===== src/rtl/access_sched_rr.sv =====
// Round-robin access scheduler: a binary tree of 2-input arbiters feeding a one-entry valid/ready output register.
// Optional feature macro: ARB_LOCK_EN (adds the lock port and a LOCKED state that pins the grant to one requester).
module access_sched_rr #(
  parameter int  NUM_REQ    = 8,
  parameter int  DATA_WIDTH = 132,
  localparam int IDX_W      = (NUM_REQ > 1) ? $clog2(NUM_REQ) : 1
) (
  input  logic                          clk,
  input  logic                          rst,
  input  logic [NUM_REQ-1:0]            req,
  input  logic [NUM_REQ*DATA_WIDTH-1:0] data_IN,
  output logic [NUM_REQ-1:0]            serv,
  output logic [DATA_WIDTH-1:0]         data_OUT,
  output logic [IDX_W-1:0]              out_idx,
  output logic                          out_valid,
  input  logic                          out_ready,
  output logic                          active,
  output logic                          conflict
`ifdef ARB_LOCK_EN
  ,
  input  logic [NUM_REQ-1:0]            lock
`endif
);

  // Handshake: a word moves downstream on a cycle where out_valid & out_ready are both high;
  // data_OUT/out_idx are held unchanged while out_valid & !out_ready.

  localparam int LEAVES = 1 << $clog2(NUM_REQ);
  localparam int NODES  = 2 * LEAVES;
  localparam int PRI_W  = (LEAVES > 1) ? LEAVES - 1 : 1;

  // Heap numbering: node 1 is the root, node n has children 2n/2n+1, leaves sit at LEAVES+i.
  // Per-internal-node vectors (pri, conf, pick_r, on_path) store node n at bit n-1.
  logic [LEAVES-1:0]     req_pad;
  logic [NODES-1:1]      node_act;
  logic [IDX_W-1:0]      node_idx [NODES-1:1];
  logic [PRI_W-1:0]      pri;
  logic [PRI_W-1:0]      conf;
  logic [PRI_W-1:0]      pick_r;
  logic [PRI_W-1:0]      on_path;

  logic                  cand_act;
  logic [IDX_W-1:0]      cand_idx;
  logic                  freeze;
  logic                  load;
  logic [DATA_WIDTH-1:0] sel_data;

  assign req_pad = LEAVES'(req);

  always_comb begin
    node_act = '0;
    conf     = '0;
    pick_r   = '0;
    for (int n = 1; n < NODES; n++) node_idx[n] = '0;
    for (int i = 0; i < LEAVES; i++) begin
      node_act[LEAVES+i] = req_pad[i];
      node_idx[LEAVES+i] = IDX_W'(i);
    end
    for (int n = LEAVES - 1; n >= 1; n--) begin
      node_act[n]  = node_act[2*n] | node_act[2*n+1];
      conf[n-1]    = node_act[2*n] & node_act[2*n+1];
      pick_r[n-1]  = node_act[2*n+1] & (~node_act[2*n] | pri[n-1]);
      node_idx[n]  = pick_r[n-1] ? node_idx[2*n+1] : node_idx[2*n];
    end
  end

  // Mark the nodes the winning request travels through, root first.
  always_comb begin
    on_path    = '0;
    on_path[0] = 1'b1;
    for (int n = 2; n < LEAVES; n++) begin
      on_path[n-1] = on_path[n/2-1] & (((n % 2) == 1) ? pick_r[n/2-1] : ~pick_r[n/2-1]);
    end
  end

`ifdef ARB_LOCK_EN
  typedef enum logic {LK_FREE, LK_HELD} lock_state_t;
  lock_state_t      lock_state;
  logic [IDX_W-1:0] lock_idx;
  logic             cand_lock;

  always_comb begin
    cand_idx = node_idx[1];
    cand_act = node_act[1];
    if (lock_state == LK_HELD) begin
      cand_idx = lock_idx;
      cand_act = 1'b0;
      for (int i = 0; i < NUM_REQ; i++) begin
        if (lock_idx == IDX_W'(i)) cand_act = req[i];
      end
    end
    cand_lock = 1'b0;
    for (int i = 0; i < NUM_REQ; i++) begin
      if (cand_idx == IDX_W'(i)) cand_lock = lock[i];
    end
  end

  assign freeze = (lock_state == LK_HELD);

  // Every delivered beat decides the next state from that requester's lock bit.
  always_ff @(posedge clk) begin
    if (rst) begin
      lock_state <= LK_FREE;
      lock_idx   <= '0;
    end else if (load) begin
      lock_state <= cand_lock ? LK_HELD : LK_FREE;
      lock_idx   <= cand_idx;
    end
  end
`else
  assign cand_idx = node_idx[1];
  assign cand_act = node_act[1];
  assign freeze   = 1'b0;
`endif

  assign load     = cand_act & (~out_valid | out_ready) & ~rst;
  assign active   = |req;
  assign conflict = |conf;

  always_comb begin
    serv     = '0;
    sel_data = '0;
    for (int i = 0; i < NUM_REQ; i++) begin
      if (cand_idx == IDX_W'(i)) begin
        serv[i]  = load;
        sel_data = data_IN[i*DATA_WIDTH +: DATA_WIDTH];
      end
    end
  end

  // Only conflicting nodes on the granted path flip, so the loser there wins next time.
  always_ff @(posedge clk) begin
    if (rst) begin
      pri <= '0;
    end else if (load && !freeze) begin
      pri <= pri ^ (on_path & conf);
    end
  end

  always_ff @(posedge clk) begin
    if (rst) begin
      out_valid <= 1'b0;
      data_OUT  <= '0;
      out_idx   <= '0;
    end else if (load) begin
      out_valid <= 1'b1;
      data_OUT  <= sel_data;
      out_idx   <= cand_idx;
    end else if (out_ready) begin
      out_valid <= 1'b0;
    end
  end

  a_serv_onehot: assert property (@(posedge clk) disable iff (rst) $onehot0(serv));
  a_hold_stable: assert property (@(posedge clk)
    out_valid && !out_ready && !rst |=> $stable(data_OUT) && $stable(out_idx) && out_valid);

endmodule


===== config.mk =====
export PLATFORM = sky130hd
export DESIGN_NAME = access_sched_rr
export DESIGN_NICKNAME = d
export VERILOG_FILES = /design/src/rtl/access_sched_rr.sv
export SDC_FILE = /design/constraint.sdc
export NUM_CORES = 1
export LEC_CHECK = 0
export ABC_AREA = 1
export CORE_AREA = 2 2 473 475
export CTS_CLUSTER_DIAMETER = 80
export CTS_CLUSTER_SIZE = 14
export DETAILED_ROUTE_END_ITERATION = 12
export DIE_AREA = 0 0 475 477
export GPL_TIMING_DRIVEN = 1
export HOLD_SLACK_MARGIN = 0.06
export PLACE_DENSITY = 0.3
export SYNTH_ARGS = -nofsm -noshare
export SYNTH_HDL_FRONTEND = slang
export SYNTH_SLANG_ARGS = --single-unit

===== constraint.sdc =====
create_clock -name clk -period 2.1 [get_ports clk]
set_input_delay 0.21 -clock clk [delete_from_list [all_inputs] [get_ports clk]]
set_output_delay 0.21 -clock clk [all_outputs]
set_load 0.005 [all_outputs]

==> qor.yml, run 1 <==
outcome: "complete, but fails checks"
failed_checks: "negative setup slack"
drv_cap: 0
finalMaxSlewViolations: 0
pin_count: 1213
viasPerCell: 3.423
grt_pass1_vias: 24870
ff_latch_area_mm2: 0.002865
critPathMaxFanout: 5
post-route-util_pct: 15.42
finalHoldViolCount: 0
peakVddDrop_mv: 0.4627
wl_mm: 180.4
antenna_found_initial: 72
fin_nets: 5039
wl_per_cell_um: 25.84
synth_seq_cells: 143
synth_edf_count: 0
r2r-end: "data_OUT[115]"
ys_seq_area_share_pct: 20.58
endpoint: "data_OUT[115]"
holdWs_ns: 0.2028
period_minus_slack_ns: 2.499
rr_worst_depth: 18
ys_dominant_reg_cell: "dfxtp_1"
yosys_warnings: 0
die_w_um: 475
layout-area-overhead-vs-synth_pct: 145.5
layout_setup_ws_ns: -0.3992
clkLatencyLatePin_ns: 0.55
leakage_nw: 13.34
worstMarginPinSlew_ns: 1.070
power_density_mw_per_mm2: 473.7
startpoint_type: "flip-flop"
syn_nets: 3654
cts.sinks: 143
cts_hold_buf: 0
drt_iter0_drc: 1286
timing.critical_path.from: "pri[1]"
core_area_mm2: 0.2214
num_rows: 173
final_cell_mix: "clkdlybuf4s50_1 (1197), nand2_1 (673), nand4_1 (265)"
clock_path_buffers: 2
timing.slew.headroom_pct: 28.64
dieArea_mm2: 0.2266
grt_max_degree: 99
rrSetupSlack_ns: -0.40
cts_tree: "done"
grt_pass1_wl_mm: 229.6
nFillCells: 25700
worstSetupPathType: "reg -> reg"
dp_hpwl_mm: 153.0
final_antenna_net_count: 0
die_h_um: 477
dr.pass1.iters: 5
async_flop_share_pct: 0
io_buffers: 1212
avgSynthCellArea_um2: 5.376
grt_usage_pct: 15.12
clockRootBuffer: "clkbuf_16"
final_common_cell: "clkdlybuf4s50_1"
netlist_area_mm2: 0.01391
clock.fmax_mhz: 400.1
start_util_pct: 6.281
fin_crit_sh_pct: 119.0
drc: 0
setup.worst_path.end_class: "flip-flop"
drive_above_1_share_pct: 15.86
final.setup_skew_ns: 0.01850
vias: 23900
path_clk_slew_ns: 0.08
worst_hold_path_type: "in -> reg"
worstPathArrival_ns: 2.92
timing.rr.start: "pri[1]"
yosysUniqueCellTypes: 34
multi_input_area_mm2: 0.009809
htreeDepth: 4
rsz0062_at_grt: "true"
synthCells: 2587
setup_viol: 140
place_congestion: 0.8617
gr-total-overflow: 0
numCtsBuffers: 17
crit_required_ns: 2.52
[area by class of cell]
cell class | instances | area share [%]
timing repair buffer | 1580 | 46.82
multi-input combinational | 1940 | 28.73
tap | 2975 | 10.90
sequential | 143 | 8.392
inverter | 290 | 3.342
clock buffer | 18 | 1.257
clock inverter | 14 | 0.3921
antenna | 22 | 0.1612
[kinds of logic after synthesis]
| logic type | share of synthesized area [%] |
|---|---|
| buf+inv | 15.32 |
| simple gates | 49.20 |
| xor+xnor | 0.06298 |
| flops | 20.58 |
| compound gates | 14.83 |
[power breakdown]
part / internal (W) / switching [W]
Sequential: 0.00298 / 0.000196
Combinational: 0.00459 / 0.00498
Clock: 0.00165 / 0.00177
Total: 0.00923 / 0.00695
[routing by layer]
metal  part of all wire, %  track usage, %  vias up
li1                      -               -    11320
met1                    39           16.86    11330
met2                    51           27.37     1025
met3                   7.4           4.574      182
met4                   2.4           4.313       44
met5                  0.15               0        -
[state kept, by name (all words and copies together) (netlist names)]
signal / count
data_OUT: 132
out_valid: 1
out_idx: 3
pri: 7
[Yosys cell counts, types with 4 or more instances]
cell type,number,area share (%)
inv_1,265,7.2
inv_2,5,0.13
buf_4,27,1.5
clkinv_1,19,0.51
nor2_1,280,7.6
nand3_1,237,8.5
buf_1,14,0.38
o21ai_0,133,4.8
a21oi_1,268,9.6
buf_2,64,2.3
nand2_2,4,0.18
nand2_1,717,19
clkbuf_1,102,2.8
dfxtp_1,143,21
nand4_1,265,12
buf_6,7,0.57
nor3_1,8,0.29
[through the flow]
stage | TNS (ns) | area (um2) | power [W] | setup slack [ns] | cells
3_3_place_gp | -135.82 | 31620 | 0.01203 | -1.832 | 6872
6_report | -30.93 | 34140 | 0.01617 | -0.3992 | 6982
2_1_floorplan | 0 | 13910 | 0.005886 | 0.3350 | 2587
4_1_cts | -37.12 | 33500 | 0.01637 | -0.3911 | 6949
3_5_place_dp | -134.10 | 31620 | 0.01199 | -1.800 | 6872
5_1_grt | -48.63 | 34110 | 0.01721 | -0.4577 | 6967
[worst min path at each step]
stage	cells past startpoint	to	startpoint	slack, ns
after floorplan	3	out_valid	out_ready	0.43
after global placement	2	data_OUT[33]	data_OUT[33]	0.45
after detailed placement	2	data_OUT[72]	data_OUT[72]	0.46
after CTS	3	data_OUT[113]	rst	0.19
after global routing	3	data_OUT[117]	rst	0.20
final	3	data_OUT[115]	rst	0.20
[repair_timing]
item / 4_1_cts / 5_1_grt
endpoints found under the hold margin: 0 / 0
pin swaps: 67 / 66
cloned: 4 / 4
gates resized for setup: 264 / 127
setup endpoints to repair: 140 / 141
setup buffers: 47 / 8
[critical path: stages (launching register included)]
cell and delay (ns):
dfxtp_2 0.35, inv_4 0.05, o21ai_4 0.07, nand2_4 0.09, inv_2 0.08, nand2_4 0.06
nand2_4 0.11, inv_6 0.05, buf_12 0.13, buf_16 0.14, buf_8 0.14, nand4_1 0.06
nand4_1 0.32, buf_6 0.26, nor2_4 0.11, nand3_2 0.08, buf_6 0.15, nand2_4 0.05
a21oi_2 0.04
No activity file was read; power rests on OpenSTA's default activity.
==> run 2: changes to the inputs <==
--- a/config.mk
+++ b/config.mk
@@ -11,9 +11,12 @@
 export CTS_CLUSTER_SIZE = 14
 export DETAILED_ROUTE_END_ITERATION = 12
 export DIE_AREA = 0 0 475 477
+export GPL_ROUTABILITY_DRIVEN = 0
 export GPL_TIMING_DRIVEN = 1
 export HOLD_SLACK_MARGIN = 0.06
 export PLACE_DENSITY = 0.3
+export RECOVER_POWER = 25
+export SKIP_LAST_GASP = 1
 export SYNTH_ARGS = -nofsm -noshare
 export SYNTH_HDL_FRONTEND = slang
 export SYNTH_SLANG_ARGS = --single-unit
==> run 2 against run 1 <==
The run still ends with negative setup slack left. Largest cell class unchanged. Sequential cell count unchanged. Cell count increased by 0.93%. First-iteration DRC count up 3.0%. Worst hold slack about the same.
==> qor.yml, run 2 (synthesis results as in run 1) <==
wl_per_cell_um: 26.76
dr.pass1.iters: 6
start_util_pct: 6.281
setup.worst_path.end_class: "flip-flop"
startpoint_type: "primary input"
grt_pass1_wl_mm: 231.6
final.setup_skew_ns: 0.01553
leakage_nw: 14.27
rr_worst_depth: 18
drc: 0
finalNonFillerCells: 7047
worstMarginPinSlew_ns: 1.207
worst_hold_path_type: "in -> reg"
clock.fmax_mhz: 389.8
failed_checks: "negative setup slack"
critPathMaxFanout: 46
final_antenna_net_count: 0
crit_chain: "clkdlybuf4s50_1 > nor2_1 > nand2_2 > nand2_4 > nand3_2 > nand2_8 > buf_6 > nor2_4 > buf_4 > buf_16 > nand2_2 > nand4_1 > nor2_2 > nand3_2 > nand2_1 > a21oi_1"
worstSetupPathType: "in -> reg"
switchingPower_w: 0.007528
clock_path_buffers: 2
numCtsBuffers: 17
finalMaxSlewViolations: 0
rsz0062_at_grt: "true"
tns_ns: -44.19
clockRootBuffer: "clkbuf_16"
top_regs: "data_OUT (132), pri (7), out_idx (3)"
cts.sinks: 143
dp_slack_ns: -1.815
grt_pass1_vias: 24850
path_clk_slew_ns: 0.09
dp_hpwl_mm: 152.3
vias: 24440
cts_tree: "done"
worstSetupPathDepth: 16
wl_mm: 188.6
multi_input_area_mm2: 0.01060
die_h_um: 477
drt_iter0_drc: 1324
core_area_mm2: 0.2214
clkLatencyLatePin_ns: 0.55
peakVddDrop_mv: 0.5456
worstHoldPathCells: 3
fin_nets: 5097
nFillCells: 25560
pwr-share-comb_pct: 60.7
worstPathArrival_ns: 2.97
pwr-share-clk_pct: 20.9
power.internal_w: 0.009741
grt_usage_pct: 15.41
grt_max_degree: 98
viasPerCell: 3.468
num_rows: 173
max_stage_delay_ns: 0.43
power.share.sequential_pct: 18.4
final_common_cell: "clkdlybuf4s50_1"
final_cell_mix: "clkdlybuf4s50_1 (1167), nand2_1 (663), nand4_1 (265)"
ff_latch_area_mm2: 0.002868
drv_cap: 0
outcome: "complete, but fails checks"
io_buffers: 1212
pin_count: 1213
layout-area-overhead-vs-synth_pct: 161.2
path_buf_inv: 4
place_inst: 6857
holdWs_ns: 0.2031
drive_above_1_share_pct: 20.18
power_density_mw_per_mm2: 475.4
layout_setup_ws_ns: -0.4652
die_w_um: 475
setup_viol: 140
timing.slew.headroom_pct: 19.51
largest_reg_flops: 132
crit_required_ns: 2.51
switching_share_pct: 43.59
finalHoldViolCount: 0
period_minus_slack_ns: 2.565
htreeDepth: 4
fin_crit_sh_pct: 122.2
critPathTopFamily: "simple AND/OR/NAND/NOR gates"
regMostFlops: "data_OUT"
cp_slowest_cell: "clkdlybuf4s50_1"
dieArea_mm2: 0.2266
gr-total-overflow: 0
antenna_found_initial: 81
[run 2: cell count changes in the layout (fill, tap and decap cells not counted), moves of 19 or more]
cell	change
a21oi_1	-60
nand3_1	-36
a21oi_2	+34
buf_4	-32
dlygate4sd3_1	+31
clkdlybuf4s50_1	-30
nand3_2	+30
buf_6	+28
a21oi_4	+26
buf_8	+20
nor2_1	-19
[run 2: area by class of cell]
| class | count | share of cell area, % |
|---|---|---|
| clock inverter | 15 | 0.4512 |
| multi-input combinational | 1941 | 29.17 |
| clock buffer | 17 | 1.171 |
| tap | 2975 | 10.25 |
| inverter | 290 | 3.200 |
| antenna | 29 | 0.1998 |
| timing repair buffer | 1637 | 47.67 |
| sequential | 143 | 7.894 |
[run 2: worst paths after layout]
kind                                    from             to  slack [ns]
worst max-delay path                  req[3]  data_OUT[128]       -0.47
worst min-delay path                     rst  data_OUT[113]        0.20
worst max register to register        pri[1]   data_OUT[61]       -0.44
worst min register to register  data_OUT[30]   data_OUT[30]        0.46
[run 2: through the flow]
stage	power, W	instance area [um2]	util [%]
2_1_floorplan	0.005886	13910	-
5_1_grt	0.01825	36300	16.39
3_3_place_gp	0.01201	31600	14.27
6_report	0.01727	36330	16.41
4_1_cts	0.01667	33570	15.16
3_5_place_dp	0.01197	31600	14.27
[run 2: power by group through the flow]
stage | combinational, W | clock [W] | sequential [W]
after floorplan | 0.00269 | 0 | 0.00320
after global placement | 0.00876 | 0 | 0.00325
after detailed placement | 0.00873 | 0 | 0.00325
after CTS | 0.00958 | 0.00390 | 0.00319
after global routing | 0.0111 | 0.00393 | 0.00321
final | 0.0105 | 0.00361 | 0.00317
[run 2: what timing repair did]
item,in CTS,in global routing
hold buffers,0,0
resized for setup,214,447
endpoints found under the setup margin,141,146
gates cloned,9,16
pin swaps,76,309
setup buffers,61,68
[run 2: worst register-to-register path: stages, from the launching register on]
cell and delay (ns):
dfxtp_2 0.33, inv_2 0.07, o21ai_2 0.07, nand2_2 0.10, inv_2 0.05, nand2_4 0.10, nand2_8 0.08, clkinv_8 0.08
buf_12 0.10, buf_16 0.14, nor2_4 0.08, buf_12 0.15, buf_16 0.16, buf_6 0.14, clkbuf_16 0.15, a21oi_4 0.27
nand4_1 0.18, nand2_1 0.08, a21oi_1 0.05
[run 2: per-layer routing]
| layer | up-vias | track usage (%) | share of wire, % | wire length (um) |
|---|---|---|---|---|
| met2 | 1115 | 27.12 | 50 | 93380 |
| met1 | 11560 | 16.53 | 38 | 71880 |
| met3 | 240 | 5.378 | 8.1 | 15350 |
| met5 | - | 0 | 0.22 | 406 |
| li1 | 11470 | - | - | - |
| met4 | 60 | 6.650 | 4.0 | 7566 |
==> run 3: changes to the inputs <==
--- a/config.mk
+++ b/config.mk
@@ -17,6 +17,7 @@
 export PLACE_DENSITY = 0.3
 export RECOVER_POWER = 25
 export SKIP_LAST_GASP = 1
+export SLEW_MARGIN = 20
 export SYNTH_ARGS = -nofsm -noshare
 export SYNTH_HDL_FRONTEND = slang
 export SYNTH_SLANG_ARGS = --single-unit
==> results of run 3 <==
No change in the layout: final DEF, timing and power equal those of run 2.
==> patch 1, RTL diff (config.mk and constraints of run 1) <==
The option `ARB_LOCK_EN` is turned on by a define.
--- a/src/rtl/access_sched_rr.sv
+++ b/src/rtl/access_sched_rr.sv
@@ -2,2 +2,4 @@
 // Optional feature macro: ARB_LOCK_EN (adds the lock port and a LOCKED state that pins the grant to one requester).
+`define ARB_LOCK_EN
+
 module access_sched_rr #(
Interface: changed (added lock); port bits go from 1213 to 1221. No check against the original RTL was run, so the function may have changed too.
==> patch 1 against run 1 <==
- the flow still finishes with violations (setup timing)
- design area rose by 12%
- sequential cell count rose by 1
- synthesized area increased by 5.9%
- routed wire length rose by 27%
- global-route usage increased by 4.1 points
- largest cell class unchanged
- setup slack worse by 0.27 ns
Power is not compared: it rests on default switching activity, and its combinational part moved more than twofold at a synthesized area within 25%.
==> patch 1: results (changes against run 1) <==
| Metric | Value |
|---|---|
| Post-synthesis async set-or-reset flop share | `0% (unchanged)` |
| Failing checks | `setup timing (unchanged)` |
| Sequential-to-total area share from yosys stat | `19.6% (was 20.6%)` |
| Crit path DAT | `3.19 ns (was 2.92 ns)` |
| Clock root buffer master | `clkbuf_16 (unchanged)` |
| Htree depth | `4 (unchanged)` |
| HP Class | `in -> reg (unchanged)` |
| Synth area leaders | `nand4_1 (20%), dfxtp_1 (20%), nand2_1 (17%), a21oi_1 (14%), nor2_1 (8.1%) (was dfxtp_1 (21%), nand2_1 (19%), nand4_1 (12%), a21oi_1 (9.6%), nand3_1 (8.5%))` |
| Synth cell count leaders | `nand2_1 (651), nand4_1 (473), a21oi_1 (403) (was nand2_1 (717), nor2_1 (280), a21oi_1 (268))` |
| Peak supply drop | `approximately 0.5 mV` |
| Setup TNS | `-58.80 ns (was -30.93 ns)` |
| Final worst slack | `-0.666 ns (was -0.399 ns)` |
| Initial antenna violation count | `147 (was 72)` |
| Routability cong. | `0.873 (was 0.862)` |
| Leakage Power | `0.0151 uW` |
| Total Nets Final | `5227 (was 5039)` |
| Wire per inst | `31.8 um (was 25.8 um)` |
| Fin Clk Skew | `0.0254 ns (was 0.0185 ns)` |
| Layout cells sized above 1 | `21.2% (was 15.9%)` |
| Yosys warns | `0 (unchanged)` |
| Synth cell types | `29 (was 34)` |
| Vias | `26500 (was 23900)` |
| DR iter-0 viols | `1701 (was 1286)` |
| Outcome | `finished with violations (unchanged)` |
| Top_reg_cell synth | `dfxtp_1 (unchanged)` |
| Fillers | `25400 (was 25700)` |
| Largest net degree at the start of global routing | `66 (was 99)` |
| Buffers on Ports | `1220 (was 1212)` |
| Tightest Pin Transition | `0.572 ns (was 1.07 ns)` |
| Post-detail-place hpwl | `183 mm (was 153 mm)` |
| CTS Buffer Depth | `2 (unchanged)` |
| 1st-pass router iterations | `7 (was 5)` |
| Clk pin slew, worst setup/hold paths | `0.09 ns` |
| Final setup violation count | `148 (was 140)` |
| Post-synthesis cell count | `2704 (was 2587)` |
| CTS Buf Count | `17 (unchanged)` |
| Tot GR Track Use | `19.2% (was 15.1%)` |
| Post-Syn Nets | `3779 (was 3654)` |
| Clock Latency Late Sink | `0.56 ns` |
| Antenna Nets Post-Route | `0 (unchanged)` |
| Routed WL | `228 mm (was 180 mm)` |
| Dpl cells | `6966 (was 6872)` |
| First-pass GRT wire length | `285 mm (was 230 mm)` |
| Crit Path Max Fanout | `7 (was 5)` |
| Largest regs | `data_OUT x132, pri x7, out_idx x3 (unchanged)` |
| Setup Slack @ Placement | `-1.59 ns (was -1.80 ns)` |
patch 1: metal layers:
metal,track usage (%),vias to the layer above,wire (um)
met5,0,-,529
met4,3.88,80,4580
met3,6.05,261,18300
met2,33.3,1244,110000
met1,23.1,12800,94700
li1,-,12100,-
patch 1: final cells by class:
class / instances / area [sq um] / share of cell area [%]
inverters: 288 / 1110 / 2.91
well taps: 2975 / 3720 / 9.76
clock inverters: 14 / 144 / 0.377
flip-flops and latches: 144 / 2900 / 7.59
repair buffers: 1680 / 18300 / 48.1
multi-input cells: 2021 / 11400 / 29.9
diodes: 37 / 92.6 / 0.243
clock buffers: 18 / 439 / 1.15
patch 1: worst paths after layout:
kind / slack [ns] / startpoint / cells past startpoint / endpoint
setup / recovery: -0.67 / pri[2] / 19 / data_OUT[121]
hold / removal: 0.30 / data_IN[941] / 3 / data_OUT[17]
setup reg to reg: -0.67 / pri[2] / 19 / data_OUT[121]
hold reg to reg: 0.47 / data_OUT[115] / 2 / data_OUT[115]
patch 1: critical path, cell delays in order (launching register included):
cell and delay (ns):
dfxtp_2 0.34, inv_4 0.10, o21ai_4 0.08, nand2_2 0.09
nand2_2 0.07, nand2_4 0.08, nand2_4 0.07, nand2_4 0.07
nor2_4 0.05, buf_12 0.13, buf_16 0.15, buf_12 0.14
buf_12 0.12, nand4_1 0.12, nand3_4 0.15, nor2_1 0.12
nand4_1 0.33, buf_4 0.28, nand2_2 0.05, a21oi_2 0.04
patch 1: cells by family (layout without fill, tap and decap cells):
kind of cell,Yosys count,in the layout,synth area share [%]
simple gates,1594,1594,50.5
flops,144,144,19.6
xor+xnor,1,1,0.0595
other cells,0,37,0
buf+inv,539,2000,15.3
compound gates,426,426,14.6
patch 1: what timing repair did:
item	in CTS	in global routing
endpoints found under the hold margin	0	0
pin swaps	159	143
setup endpoints to repair	153	149
gates resized for setup	548	212
buffers inserted	105	22
cloned	35	8
patch 1: metrics by stage:
step / util, % / area (sq um) / power (uW)
global route: 17.2 / 38100 / 37700
finish: 17.2 / 38100 / 35500
detailed placement: 14.8 / 32800 / 26600
CTS: 16.8 / 37100 / 35500
floorplan: - / 14700 / 12100
global placement: 14.8 / 32800 / 26600
patch 1: power breakdown:
group | internal, uW | switching [uW]
logic | 12100 | 15700
clock network | 1700 | 1950
registers | 3470 | 579
total | 17200 | 18200
==> patch 2, RTL diff (settings of run 1) <==
Made on the original files. The parameter `DATA_WIDTH` goes from 132 to 140.
--- a/src/rtl/access_sched_rr.sv
+++ b/src/rtl/access_sched_rr.sv
@@ -4,3 +4,3 @@
   parameter int  NUM_REQ    = 8,
-  parameter int  DATA_WIDTH = 132,
+  parameter int  DATA_WIDTH = 140,
   localparam int IDX_W      = (NUM_REQ > 1) ? $clog2(NUM_REQ) : 1
Interface: changed (resized data_IN and data_OUT); port bits go from 1213 to 1285. No check against the original RTL was run, so the function may have changed too.
==> patch 2 against run 1 <==
- total power up 18%
- core utilization rose by 2.1 points
- clock power increased by 2%
- design area grew 14%
- setup slack got worse by 0.15 ns
- routed wire length grew 21%
- sequential cell count is 8 higher
- critical path depth is 2 lower
- the flow still finishes with violations (setup timing)
- count of clock-buffer cells in the layout grew 3
- synthesized area increased by 5.4%
- first-iteration DRC count up 6.4%
==> patch 2: results (changes against run 1) <==
| Metric | Value |
|---|---|
| Post-detail-place hpwl | `180 mm (was 153 mm)` |
| Hold endpoint | `data_OUT[72] (was data_OUT[115])` |
| Routed WL | `218 mm (was 180 mm)` |
| Placed instance area | `0.0334 sq mm (was 0.0316 sq mm)` |
| R2R setup slack | `-0.53 ns (was -0.40 ns)` |
| Layout cells sized above 1 | `21.9% (was 15.9%)` |
| Total Nets Final | `5419 (was 5039)` |
| Buffers on Ports | `1284 (was 1212)` |
| Psw | `8480 uW (was 6950 uW)` |
| Failing checks | `setup timing (unchanged)` |
| Initial antenna violation count | `101 (was 72)` |
| Final setup violation count | `150 (was 140)` |
| Seq pwr | `3360 uW (was 3180 uW)` |
| Final worst slack | `-0.545 ns (was -0.399 ns)` |
| Tot GR Track Use | `18.0% (was 15.1%)` |
| FF-to-FF path depth | `16 (was 18)` |
| CP max stage delay | `0.60 ns (was 0.35 ns)` |
| DR iter-0 viols | `1368 (was 1286)` |
| Leakage Power | `0.0154 uW (was 0.0133 uW)` |
| Clock network power share | `18.5% (was 21.2%)` |
| Synth cell types | `31 (was 34)` |
| Fin Clk Skew | `0.0172 ns (was 0.0185 ns)` |
| CP Class | `in -> reg (was reg -> reg)` |
| Setup Slack @ Placement | `-1.70 ns (was -1.80 ns)` |
| First-pass GRT wire length | `271 mm (was 230 mm)` |
| 1st-pass router iterations | `7 (was 5)` |
| Synth cell count leaders | `nand2_1 (736), inv_1 (301), nor2_1 (298) (was nand2_1 (717), nor2_1 (280), a21oi_1 (268))` |
| Outcome | `finished with violations (unchanged)` |
| Top delay family on crit path | `simple AND/OR/NAND/NOR gates (was buffers and inverters)` |
| Sequential-to-total area share from yosys stat | `20.6% (about the same)` |
| Peak supply drop | `0.761 mV (was 0.463 mV)` |
[patch 2: cell types whose count changed in the layout (fill, tap and decap cells not counted), sizes merged, moves of 2 or more]
cell	delta
clkbuf	+10
bufbuf	+2
nand2	+18
inv	+32
o21ai	+8
nor2	+16
buf	+96
diode	+6
dfxtp	+8
nand3	+38
clkdlybuf4s50	+74
a21oi	+16
clkinv	-18
nand4	+16
[patch 2: kinds of logic after synthesis]
logic type / synth area share (%)
AOI/OAI and AO/OA: 14.9
xor gates and xnor gates: 0.0598
buffers and inverters: 15.2
DFF: 20.6
and+or+nand+nor: 49.3
[patch 2: per-stage QoR]
stage | TNS [ns] | hold WS [ns] | total power [uW] | instances
after detailed placement | -150.84 | 0.458 | 13300 | 7102
final | -47.12 | 0.159 | 19000 | 7304
after floorplan | 0 | 0.417 | 6220 | 2741
after global placement | -152.30 | 0.454 | 13300 | 7102
after global routing | -61.67 | 0.163 | 20000 | 7284
after CTS | -57.53 | 0.115 | 18700 | 7254
[patch 2: final cells by class]
cell class	count	area [sq um]	area share (%)
timing repair buffer	1760	18800	48.3
multi-input combinational	2052	11500	29.6
tap	2975	3720	9.58
sequential	151	3030	7.79
inverter	306	1230	3.17
clock buffer	21	460	1.18
clock inverter	11	88.8	0.229
antenna	28	70.1	0.180
[patch 2: timing repair]
action | in CTS | in global routing
gates cloned | 13 | 14
setup buffers | 120 | 40
gates resized for setup | 561 | 326
pin swaps | 189 | 278
endpoints found under the setup margin | 151 | 153
[patch 2: layer usage]
metal | track usage (%) | routed length, um | up-vias
li1 | - | - | 12200
met4 | 4.67 | 5640 | 62
met5 | 0 | 404 | -
met3 | 5.07 | 16700 | 229
met1 | 21.4 | 87600 | 12700
met2 | 31.5 | 107000 | 1234
